==> src/rtl/memory_btn_pkg.sv <==
// rtl/memory_btn_pkg.sv - shared encodings and navigation priority for the button conditioner
//
// Purpose: debounce FSM state encoding, button index map, and the priority
//          picker that chooses which pending navigation press issues next.
// Ports:   none (package).

package memory_btn_pkg;

    typedef enum logic [2:0] {
        S_IDLE  = 3'd0,
        S_WQ1   = 3'd1,
        S_PRESS = 3'd2,
        S_HELD  = 3'd3,
        S_WQ0   = 3'd4
    } btn_state_t;

    localparam int BTN_RIGHT  = 0;
    localparam int BTN_LEFT   = 1;
    localparam int BTN_UP     = 2;
    localparam int BTN_DOWN   = 3;
    localparam int BTN_SELECT = 4;
    localparam int BTN_START  = 5;
    localparam int BTN_ACK    = 6;

    localparam int N_BTN = 7;
    localparam int N_NAV = 5;

    // One-hot pick of the highest-priority pending press.
    // Order: Select > Up > Down > Left > Right.
    function automatic logic [N_NAV-1:0] nav_pick(input logic [N_NAV-1:0] pend);
        logic [N_NAV-1:0] pick;
        pick = '0;
        if (pend[BTN_SELECT])     pick[BTN_SELECT] = 1'b1;
        else if (pend[BTN_UP])    pick[BTN_UP]     = 1'b1;
        else if (pend[BTN_DOWN])  pick[BTN_DOWN]   = 1'b1;
        else if (pend[BTN_LEFT])  pick[BTN_LEFT]   = 1'b1;
        else if (pend[BTN_RIGHT]) pick[BTN_RIGHT]  = 1'b1;
        return pick;
    endfunction

endpackage

==> src/rtl/memory_btn_debounce.sv <==
// rtl/memory_btn_debounce.sv - per-button synchroniser, debounce FSM and press event
//
// Purpose: turns one raw asynchronous button level into a debounced level and
//          a single-cycle press event per accepted press.
// Ports:   clk, rst_n (async active-low), btn (raw input),
//          press_evt (one cycle per press), lvl (debounced level).

module memory_btn_debounce
    import memory_btn_pkg::*;
#(
    parameter int DB_CNT = 500000,
    parameter int CNT_W  = $clog2(DB_CNT)
) (
    input  logic clk,
    input  logic rst_n,
    input  logic btn,
    output logic press_evt,
    output logic lvl
);

    localparam logic [CNT_W-1:0] CNT_MAX = CNT_W'(DB_CNT - 1);

    logic [1:0]       sync;
    logic             s2;
    btn_state_t       state;
    logic [CNT_W-1:0] cnt;

    assign s2 = sync[1];

    // press_evt and lvl are registered alongside the state so they track
    // the state the FSM is entering: lvl high in S_PRESS/S_HELD/S_WQ0.
    always_ff @(posedge clk or negedge rst_n) begin
        if (!rst_n) begin
            sync      <= 2'b00;
            state     <= S_IDLE;
            cnt       <= '0;
            press_evt <= 1'b0;
            lvl       <= 1'b0;
        end else begin
            sync      <= {sync[0], btn};
            press_evt <= 1'b0;
            case (state)
                S_IDLE: begin
                    if (s2) begin
                        state <= S_WQ1;
                        cnt   <= '0;
                    end
                end
                S_WQ1: begin
                    if (!s2) begin
                        state <= S_IDLE;
                    end else if (cnt == CNT_MAX) begin
                        state     <= S_PRESS;
                        press_evt <= 1'b1;
                        lvl       <= 1'b1;
                    end else begin
                        cnt <= cnt + 1'b1;
                    end
                end
                S_PRESS: begin
                    state <= S_HELD;
                end
                S_HELD: begin
                    if (!s2) begin
                        state <= S_WQ0;
                        cnt   <= '0;
                    end
                end
                S_WQ0: begin
                    if (s2) begin
                        state <= S_HELD;
                    end else if (cnt == CNT_MAX) begin
                        state <= S_IDLE;
                        lvl   <= 1'b0;
                    end else begin
                        cnt <= cnt + 1'b1;
                    end
                end
                default: begin
                    state <= S_IDLE;
                    lvl   <= 1'b0;
                end
            endcase
        end
    end

endmodule

==> src/rtl/memory_btn_conditioner.sv <==
// rtl/memory_btn_conditioner.sv - push-button front-end producing clean pulses for the memory game core
//
// Purpose: debounces seven buttons, passes Start/Ack presses straight through
//          as pulses, and serialises navigation presses through a pending
//          buffer so at most one navigation pulse fires per clock.
// Ports:   Clk, Reset_n (async active-low);
//          Right, Left, Up, Down, Select, Start, Ack (raw buttons);
//          Right_p, Left_p, Up_p, Down_p, Select_p, Start_p, Ack_p (pulses);
//          Btn_lvl[6:0] (debounced levels), Pend[4:0] (pending nav presses).

module memory_btn_conditioner
    import memory_btn_pkg::*;
#(
    parameter int DB_CNT = 500000,
    parameter int CNT_W  = $clog2(DB_CNT)
) (
    input  logic       Clk,
    input  logic       Reset_n,
    input  logic       Right,
    input  logic       Left,
    input  logic       Up,
    input  logic       Down,
    input  logic       Select,
    input  logic       Start,
    input  logic       Ack,
    output logic       Right_p,
    output logic       Left_p,
    output logic       Up_p,
    output logic       Down_p,
    output logic       Select_p,
    output logic       Start_p,
    output logic       Ack_p,
    output logic [6:0] Btn_lvl,
    output logic [4:0] Pend
);

    logic [N_BTN-1:0] raw;
    logic [N_BTN-1:0] evt;
    logic [N_BTN-1:0] lvl;
    logic [N_NAV-1:0] issue;

    assign raw = {Ack, Start, Select, Down, Up, Left, Right};

    for (genvar i = 0; i < N_BTN; i++) begin : g_db
        memory_btn_debounce #(
            .DB_CNT (DB_CNT),
            .CNT_W  (CNT_W)
        ) u_db (
            .clk       (Clk),
            .rst_n     (Reset_n),
            .btn       (raw[i]),
            .press_evt (evt[i]),
            .lvl       (lvl[i])
        );
    end

    assign Btn_lvl = lvl;
    assign issue   = nav_pick(Pend);

    // A new press on the bit being issued in the same cycle is OR-ed back in
    // after the clear, so it stays pending and issues on a later cycle.
    always_ff @(posedge Clk or negedge Reset_n) begin
        if (!Reset_n) begin
            Pend     <= '0;
            Right_p  <= 1'b0;
            Left_p   <= 1'b0;
            Up_p     <= 1'b0;
            Down_p   <= 1'b0;
            Select_p <= 1'b0;
            Start_p  <= 1'b0;
            Ack_p    <= 1'b0;
        end else begin
            Pend     <= (Pend & ~issue) | evt[N_NAV-1:0];
            Right_p  <= issue[BTN_RIGHT];
            Left_p   <= issue[BTN_LEFT];
            Up_p     <= issue[BTN_UP];
            Down_p   <= issue[BTN_DOWN];
            Select_p <= issue[BTN_SELECT];
            Start_p  <= evt[BTN_START];
            Ack_p    <= evt[BTN_ACK];
        end
    end

endmodule

==> config.mk <==
export PLATFORM = sky130hd
export DESIGN_NAME = memory_btn_conditioner
export DESIGN_NICKNAME = d
export VERILOG_FILES = /design/src/rtl/memory_btn_pkg.sv /design/src/rtl/memory_btn_debounce.sv /design/src/rtl/memory_btn_conditioner.sv
export SDC_FILE = /design/constraint.sdc
export NUM_CORES = 1
export LEC_CHECK = 0
export CAP_MARGIN = 20
export CORE_AREA = 10 10 147 149
export DETAILED_ROUTE_END_ITERATION = 10
export DIE_AREA = 0 0 157 159
export MAX_ROUTING_LAYER = met4
export PLACE_DENSITY = 0.8
export SLEW_MARGIN = 20
export SYNTH_ARGS = -nofsm -noshare
export SYNTH_HDL_FRONTEND = slang
export SYNTH_SLANG_ARGS = --single-unit
==> constraint.sdc <==
create_clock -name Clk -period 3.2 [get_ports Clk]
set_input_delay 0.64 -clock Clk [delete_from_list [all_inputs] [get_ports Clk]]
set_output_delay 0.64 -clock Clk [all_outputs]
set_load 0.05 [all_outputs]
==> impl_metrics.csv, run 1 <==
group,metric,value,unit
cells_and_area,fin_util,60.1,%
detailed_routing,drt-met1-wl,9550,microns
synth,syn-instance-count,1099,
critical_path,critical_path.top_delay_family,"compound AO/OA/AOI/OAI gates",
clock_tree,cts_root_buf,"clkbuf_16",
detailed_routing,vias_per_cell,6.10,
flow_run,cap_violations,0,
global_route,antenna_found_initial,0,
die,die_h,159,microns
detailed_routing,wl_met2,10300,microns
detailed_routing,wire_per_inst,15.5,microns
clock_tree,path_clk_slew,70,ps
synth,syn_area,10100,sq um
clock_tree,cts_max_level,4,
detailed_routing,highest_layer,"met4",
clock_tree,clock_path_buffers,2,
synth,yosysMostFrequentCell,"dfrtp_1",
placed_design,io_buffers,27,
power,powerDensity,467,nW/um^2
critical_path,required,3500,ps
global_route,grt.total_usage,17.5,%
cells_and_area,drive_above_1_share,7.42,%
timing,fmax,375,MHz
power,leakage,4.65,nW
power,p_sw,1.25,mW
power,combPwrFrac,5.9,%
synth,async_flop_share,100,%
clock_tree,cts_tree,"yes",
power,seq_power_share,49.8,%
clock_tree,numCtsBuffers,17,
global_route,grt_pass1_wl,36500,microns
die,core,18600,sq um
cells_and_area,area_growth,10.7,%
detailed_routing,first_pass_iters,5,
detailed_routing,drcViolationCount,0,
timing,fin_skew,10.7,ps
critical_path,critical_path_class,"reg2reg",
timing,grt_setup_unrepaired,"no",
global_route,gr-total-overflow,0,
cells_and_area,multi_input_area,4880,sq um
critical_path,path_buf_inv,1,
critical_path,start_kind,"flip-flop",
power,netSwitchingFraction,23.9,%
synth,yosys-top-cells-count,"dfrtp_1, nor2_1, o21ai_0, nand2_1, nand3_1",
synth,synth.top_cell.area_share,48.1,%
power,ir_drop,0.365,mV
synth,synth_ff_type,"dfrtp_1",
placed_design,gp_congestion,0.891,
detailed_routing,drtIter0Drc,596,
synth,synth_top_cell_by_area,"dfrtp_1",
clock_tree,hold_buffers,0,
min_path,hold_class,"in2async",
run_status,status,"complete, no violations",
die,start_util,54.3,%
placed_design,hpwl,14000,microns
synth,ys_seq_elements,194,
synth,synthDistinctLibCells,79,
timing,maxSlewHeadroom,44.4,%
critical_path,critPathMaxStageDelay,470,ps
timing,slew_viol_final,0,
critical_path,crit_chain,"ha_1 > nand3_1 > or3_1 > o21ai_1 > buf_4 > nor2b_1 > o21ai_0 > o31ai_1",
clock_tree,cts_setup_buffers,0,
critical_path,critical_path_arrival,2970,ps
clock_tree,post_cts_resize_count,0,
cells_and_area,seqCellArea,4850,sq um
synth,ys_seq_area_share,48.1,%
synth,synth_edf_count,0,
timing,worst_pin_slew,834,ps
cells_and_area,nFillCells,1556,
detailed_routing,finalWirelength,21000,microns
clock_tree,clk_latency,440,ps
power,p_clk_share,44.2,%
critical_path,cp-end-kind,"flip-flop",
critical_path,worst-path-max-fanout,14,
timing,period_minus_slack,2670,ps
die,ios,28,
die,die_w,157,microns
synth,synth_nets,1115,
timing,tns,0,ps
synth,ys_warn_count,0,
synth,yosys-top-cells-area,"dfrtp_1, o21ai_0, nor2_1",
synth,avgSynthCellArea,9.18,sq um
timing,hold_violations,0,
global_route,grt_pass1_vias,7863,
critical_path,critical-path-slowest-cell,"or3_1",
global_route,grt_max_degree,70,
die,fp.dieArea,25000,sq um
detailed_routing,postRouteAntennaNets,0,
die,rows,50,
clock_tree,clock-sinks,194,
timing,period_share,83.3,%
power,power.internal,3.97,mW
cells_and_area,diodes,0,
cells_and_area,num-nets-final,1122,
detailed_routing,vias,8257,
detailed_routing,wl_met3,915,microns
timing,setup_viol,0,
-- layout make-up --
type / count / area share (%)
flip-flops and latches: 194 / 43.5
repair buffers: 44 / 3.71
multi-input cells: 825 / 43.6
inverters: 24 / 0.806
clock inverters: 14 / 1.84
well taps: 234 / 2.62
clock buffers: 18 / 3.93
-- path summary, 6_finish.rpt --
| check | start | endpoint | slack (ps) | cells after the start |
|---|---|---|---|---|
| worst max register to register | g_db[2].u_db.cnt[0] | g_db[2].u_db.cnt[8] | 530 | 8 |
| max in group asynchronous | Reset_n | g_db[6].u_db.cnt[4] | 2210 | 2 |
| worst max-delay path | g_db[2].u_db.cnt[0] | g_db[2].u_db.cnt[8] | 530 | 8 |
| worst min-delay path | Reset_n | g_db[0].u_db.cnt[3] | 200 | 1 |
| worst min register to register | g_db[0].u_db.sync[0] | g_db[0].u_db.sync[1] | 350 | 0 |
| min in group Clk | g_db[0].u_db.sync[0] | g_db[0].u_db.sync[1] | 350 | 0 |
-- logic make-up after synthesis --
logic type,share of synthesized area (%)
and+or+nand+nor,25.9
AOI/OAI and AO/OA,17.2
DFF,48.1
buffers and inverters,3.59
xor gates and xnor gates,3.73
adders and majority gates,0.868
muxes,0.632
-- per-layer routing --
metal,global-route usage [%],vias up
li1,-,4042
met1,22.4,4025
met2,27.0,172
met3,4.56,18
met4,4.98,0
met5,-,-
-- sequential cells by signal, summed over array words and instances, names as in the netlist --
signal               count
g_db.u_db.sync          14
Start_p                  1
Select_p                 1
Down_p                   1
Left_p                   1
Up_p                     1
Right_p                  1
g_db.u_db.press_evt      7
g_db.u_db.cnt          133
Pend                     5
g_db.u_db.lvl            7
g_db.u_db.state         21
Ack_p                    1
-- cell usage in the layout (no fill, tap or decap), types with 25 or more instances in the layout --
cell               n
a21oi_1           59
a31oi_1           25
clkdlybuf4s50_1   26
dfrtp_1          194
nand2_1           85
nand3_1           70
nand4_1           32
nor2_1           115
nor3_1            38
o21ai_0           86
xor2_1            25
-- power groups by stage --
stage | sequential (mW) | combinational (mW) | clock [mW]
after floorplan | 2.62 | 0.215 | 0
after global placement | 2.64 | 0.301 | 0
after detailed placement | 2.65 | 0.311 | 0
after CTS | 2.60 | 0.313 | 2.36
after global routing | 2.62 | 0.356 | 2.46
final | 2.60 | 0.309 | 2.31
-- metrics by stage --
step	setup WS, ps	power [mW]	instances	hold WS, ps	instance area [sq um]
6_report	533	5.22	1353	200	11200
5_1_grt	343	5.43	1353	232	11200
4_1_cts	546	5.27	1353	220	11200
3_5_place_dp	586	2.96	1321	335	10500
3_3_place_gp	634	2.94	1321	332	10500
2_1_floorplan	921	2.83	1099	331	10100
No activity file was read; power rests on OpenSTA's default activity.
==> run 2: changes to the inputs <==
Clock period 3.2 ns to 2.8 ns, I/O delays scaled along.
==> run 2 against run 1 <==
- power grew 11%
- critical path type unchanged
- die area stayed put
- largest power group unchanged
- fmax up 4.0%
- cell count grew 0.59%
- register-to-register slack worse by 300 ps
==> impl_metrics.csv, run 2 (same netlist as run 1, synthesis figures left out) <==
group,metric,value,unit
cells_and_area,fin_area,11200,sq um
timing,tns,0,ps
critical_path,reg2reg_slack,240,ps
cells_and_area,final_cell_mix,"dfrtp_1, nor2_1, o21ai_0",
clock_tree,clock_path_buffers,2,
timing,fmax,390,MHz
timing,fin_skew,12.3,ps
clock_tree,clk_latency,440,ps
clock_tree,clock-sinks,194,
placed_design,place_area,10600,sq um
clock_tree,cts_root_buf,"clkbuf_16",
critical_path,critical_path_arrival,2920,ps
clock_tree,post_cts_resize_count,0,
clock_tree,cts_tree,"yes",
timing,hold_violations,0,
detailed_routing,wire_per_inst,15.1,microns
timing,grt_setup_unrepaired,"no",
critical_path,start_kind,"flip-flop",
timing,period_minus_slack,2560,ps
placed_design,io_buffers,27,
die,ios,28,
die,start_util,54.3,%
global_route,antenna_found_initial,0,
power,powerDensity,517,nW/um^2
cells_and_area,num-nets-final,1130,
cells_and_area,area_growth,11.0,%
placed_design,hpwl,13700,microns
power,fin_total_pwr,5.79,mW
detailed_routing,finalWirelength,20500,microns
detailed_routing,first_pass_iters,5,
detailed_routing,postRouteAntennaNets,0,
cells_and_area,diodes,0,
critical_path,crit_chain,"or4b_1 > or4_1 > a21oi_1 > a21oi_1 > o21ai_0",
critical_path,path_buf_inv,0,
power,ir_drop,0.555,mV
die,die_w,157,microns
critical_path,r2r_cells,5,
clock_tree,cts_max_level,4,
cells_and_area,largest-register,"g_db.u_db.cnt",
critical_path,crit_path_frequent_cell,"a21oi_1",
timing,setup_viol,0,
placed_design,dpl_worst_slack,244,ps
detailed_routing,vias,8348,
detailed_routing,drtIter0Drc,550,
clock_tree,hold_buffers,0,
global_route,grt_pass1_vias,7722,
die,die_h,159,microns
critical_path,rr_startpoint,"g_db[5].u_db.cnt[9]",
power,leakage,4.68,nW
detailed_routing,vias_per_cell,6.13,
timing,worst_pin_slew,794,ps
critical_path,critPathLaunch,"g_db[5].u_db.cnt[9]",
run_status,status,"complete, no violations",
clock_tree,numCtsBuffers,17,
detailed_routing,drcViolationCount,0,
cells_and_area,layout_commonest_cell,"dfrtp_1",
placed_design,gp_congestion,0.884,
cells_and_area,fin_util,60.3,%
critical_path,required,3150,ps
critical_path,worst-path-max-fanout,8,
timing,maxSlewHeadroom,47.1,%
clock_tree,cts_setup_buffers,0,
global_route,grt_max_degree,72,
min_path,hold_class,"in2async",
critical_path,critical_path_class,"reg2reg",
global_route,gr-total-overflow,0,
die,core,18600,sq um
die,rows,50,
cells_and_area,largest_reg_flops,133,
global_route,grt.total_usage,17.2,%
die,fp.dieArea,25000,sq um
global_route,grt_pass1_wl,35900,microns
timing,period_share,91.6,%
critical_path,critical-path-slowest-cell,"or4_1",
flow_run,cap_violations,0,
critical_path,r2r_end,"g_db[5].u_db.cnt[5]",
critical_path,critical_path.top_delay_family,"simple AND/OR/NAND/NOR gates",
cells_and_area,drive_above_1_share,8.16,%
critical_path,critPathMaxStageDelay,680,ps
clock_tree,path_clk_slew,70,ps
timing,layout_setup_ws,236,ps
cells_and_area,largestRegisters,"g_db.u_db.cnt (133), g_db.u_db.state (21), g_db.u_db.sync (14)",
critical_path,cp-end-kind,"flip-flop",
timing,slew_viol_final,0,
==> run 2: changes by cell type in the layout (fill, tap and decap cells not counted), sizes merged <==
cell      before  now
buf           17   25
inv           26   34
bufinv         4    1
clkinv         5    3
clkinvlp       3    1
clkbuf        19   18
==> run 2: area by class of cell <==
| cell class | instances | area [sq um] |
|---|---|---|
| fillers | 1523 | 7370 |
| multi-input cells | 825 | 4880 |
| flip-flops and latches | 194 | 4850 |
| repair buffers | 52 | 499 |
| clock buffers | 17 | 425 |
| well taps | 234 | 293 |
| clock inverters | 15 | 164 |
| inverters | 24 | 90.1 |
==> run 2: how the worst max path moves through the flow <==
| stage | to | slack, ps | cells after the start |
|---|---|---|---|
| 6_report | g_db[5].u_db.cnt[5] | 240 | 5 |
| 4_1_cts | g_db[2].u_db.cnt[5] | 250 | 8 |
| 3_3_place_gp | g_db[5].u_db.cnt[8] | 360 | 5 |
| 3_5_place_dp | g_db[5].u_db.cnt[5] | 240 | 5 |
| 5_1_grt | g_db[5].u_db.cnt[6] | 30 | 5 |
| 2_1_floorplan | g_db[6].u_db.cnt[11] | 520 | 6 |
==> run 2: stage by stage <==
step | instances | hold WS (ps)
2_1_floorplan | 1099 | 264
3_3_place_gp | 1329 | 332
3_5_place_dp | 1329 | 336
4_1_cts | 1361 | 142
5_1_grt | 1361 | 170
6_report | 1361 | 139
==> run 2: metal layers <==
metal / track usage, % / part of all wire [%] / up-vias
met5: - / 0 / -
met4: 4.33 / 1.0 / 0
met3: 3.80 / 4.8 / 20
met2: 26.7 / 47 / 206
met1: 22.4 / 47 / 4055
li1: - / - / 4067
==> run 2: power by group <==
| part | internal (mW) | switching (mW) |
|---|---|---|
| clock network | 1.27 | 1.18 |
| registers | 2.87 | 0.0976 |
| logic | 0.138 | 0.225 |
| total | 4.29 | 1.50 |
==> run 3: changes to the inputs <==
Settings changed: PLACE_DENSITY 0.8 to 0.83.
Clock period 2.8 ns to 2.3 ns, I/O delays scaled along.
==> run 3 against run 2 <==
- clock skew down 1.8 ps
- count of clock-buffer cells in the layout up 3
- non-clock buffer count up 43
- hold slack worse by 140 ps
- critical path depth unchanged
- the flow now finishes with violations (negative hold slack)
- wire length up 8.1%
- global-route usage up 1.0 points
- sequential share of layout area down 1.8 points
- largest power group unchanged
- power up 29%
==> impl_metrics.csv, run 3 (same netlist as run 1, synthesis figures left out) <==
group,metric,value,unit
die,start_util,54.3,%
run_status,violations,"negative hold slack",
global_route,gr-total-overflow,0,
placed_design,dpl_worst_slack,-20.0,ps
critical_path,critical_path_arrival,2590,ps
critical_path,start_kind,"flip-flop",
placed_design,hpwl,14700,microns
power,ir_drop,0.493,mV
power,seq_power_share,48.5,%
timing,period_minus_slack,2270,ps
global_route,grtUsageMet1,23.4,%
critical_path,worst-path-max-fanout,12,
global_route,grt_pass1_wl,37700,microns
cells_and_area,largest_reg_flops,133,
global_route,antenna_found_initial,0,
cells_and_area,area_growth,15.9,%
clock_tree,cts_tree,"yes",
clock_tree,cts_max_level,4,
clock_tree,hold_buffers,0,
timing,period_share,98.6,%
timing,slew_viol_final,0,
power,combPwrFrac,6.5,%
power,netSwitchingFraction,22.9,%
clock_tree,numCtsBuffers,17,
min_path,hold_class,"in2async",
global_route,top_usage_layer,"met2",
critical_path,required,2620,ps
placed_design,dp.cells,1364,
global_route,grt_max_degree,58,
run_status,status,"finished, violations left",
cells_and_area,drive_above_1_share,12.3,%
critical_path,critical_path_class,"reg2reg",
cells_and_area,diodes,0,
die,die_h,159,microns
detailed_routing,vias,8577,
cells_and_area,fin_util,62.9,%
placed_design,io_buffers,27,
timing,hold_slack,-5.10,ps
cells_and_area,largestRegisters,"g_db.u_db.cnt (133), g_db.u_db.state (21), g_db.u_db.sync (14)",
timing,hold_violations,3,
cells_and_area,nFillCells,1480,
timing,layout_setup_ws,32.5,ps
power,powerDensity,636,nW/um^2
die,ios,28,
timing,fin_skew,10.5,ps
cells_and_area,finalNonFillerCells,1404,
placed_design,gp_congestion,0.917,
clock_tree,clock-sinks,194,
global_route,grt.total_usage,18.2,%
timing,setup_viol,0,
clock_tree,clock_path_buffers,2,
detailed_routing,finalWirelength,22200,microns
detailed_routing,wire_per_inst,15.8,microns
detailed_routing,drtIter0Drc,541,
timing,fmax,441,MHz
die,die_w,157,microns
global_route,grt_pass1_vias,8159,
cells_and_area,largest-register,"g_db.u_db.cnt",
detailed_routing,first_pass_iters,5,
timing,tns,0,ps
timing,worst_pin_slew,674,ps
critical_path,cp-end-kind,"flip-flop",
die,core,18600,sq um
critical_path,critPathMaxStageDelay,560,ps
timing,maxSlewHeadroom,54.6,%
critical_path,path_buf_inv,0,
flow_run,cap_violations,0,
cells_and_area,layout_commonest_cell,"dfrtp_1",
critical_path,crit_chain,"or4b_4 > or4_4 > and3_2 > a21o_1 > a22o_1",
global_route,grtUsageMet3,3.45,%
detailed_routing,drcViolationCount,0,
die,fp.dieArea,25000,sq um
clock_tree,clk_latency,440,ps
detailed_routing,postRouteAntennaNets,0,
cells_and_area,final_cell_mix,"dfrtp_1, nor2_1, nand2_1",
clock_tree,cts_root_buf,"clkbuf_16",
critical_path,critical_path.top_delay_family,"simple AND/OR/NAND/NOR gates",
power,p_clk_share,45.0,%
cells_and_area,num-nets-final,1173,
die,rows,50,
global_route,met2_usage,28.2,%
detailed_routing,vias_per_cell,6.11,
power,leakage,4.97,nW
critical_path,critical-path-slowest-cell,"or4b_4",
power,p_sw,1.71,mW
power,power.internal,5.74,mW
clock_tree,path_clk_slew,70,ps
-- run 3: cell types whose count changed in the layout (fill, tap and decap cells not counted), moves of 3 or more --
cell,change
buf_4,+37
bufinv_16,+5
clkbuf_1,+3
inv_6,-7
o21ai_0,-3
o21ai_1,+3
or4b_4,+3
-- run 3: stage by stage --
stage / total power [mW] / cell area [sq um]
floorplan: 3.94 / 10100
global placement: 4.12 / 10900
detailed placement: 4.14 / 10900
CTS: 7.47 / 11600
global route: 7.72 / 11700
finish: 7.44 / 11700
-- run 3: path summary, 6_finish.rpt --
kind / startpoint / to / slack (ps) / depth (start not counted)
setup / recovery: g_db[5].u_db.cnt[10] / g_db[5].u_db.cnt[8] / 30 / 5
hold / removal: Reset_n / g_db[0].u_db.sync[1] / -5 / 1
setup reg to reg: g_db[5].u_db.cnt[10] / g_db[5].u_db.cnt[8] / 30 / 5
hold reg to reg: g_db[0].u_db.sync[0] / g_db[0].u_db.sync[1] / 350 / 0
max in group asynchronous: Reset_n / g_db[1].u_db.cnt[1] / 1660 / 2
min in group Clk: g_db[0].u_db.sync[0] / g_db[0].u_db.sync[1] / 350 / 0
-- run 3: power groups by stage --
stage / Combinational, mW / Sequential [mW] / Clock (mW)
floorplan: 0.299 / 3.64 / 0
global placement: 0.454 / 3.67 / 0
detailed placement: 0.469 / 3.68 / 0
CTS: 0.473 / 3.61 / 3.39
global route: 0.549 / 3.63 / 3.54
finish: 0.482 / 3.61 / 3.35
-- run 3: cell type report --
| type | count | area [sq um] | share of cell area (%) |
|---|---|---|---|
| clock buffers | 20 | 437 | 3.73 |
| clock inverters | 12 | 229 | 1.96 |
| inverters | 24 | 90.1 | 0.770 |
| multi-input cells | 825 | 4930 | 42.2 |
| flip-flops and latches | 194 | 4860 | 41.5 |
| well taps | 234 | 293 | 2.50 |
| repair buffers | 95 | 860 | 7.35 |
-- run 3: layer usage --
metal / part of all wire, % / routed length [microns]
met5: 0 / 0
met4: 1.8 / 408
met3: 4.8 / 1070
met2: 49 / 10800
met1: 45 / 9870
-- run 3: timing repair --
item	4_1_cts	5_1_grt
setup endpoints to repair	6	52
resized for setup	4	20
gates cloned	0	1
setup buffers	0	7
pin swaps	1	6
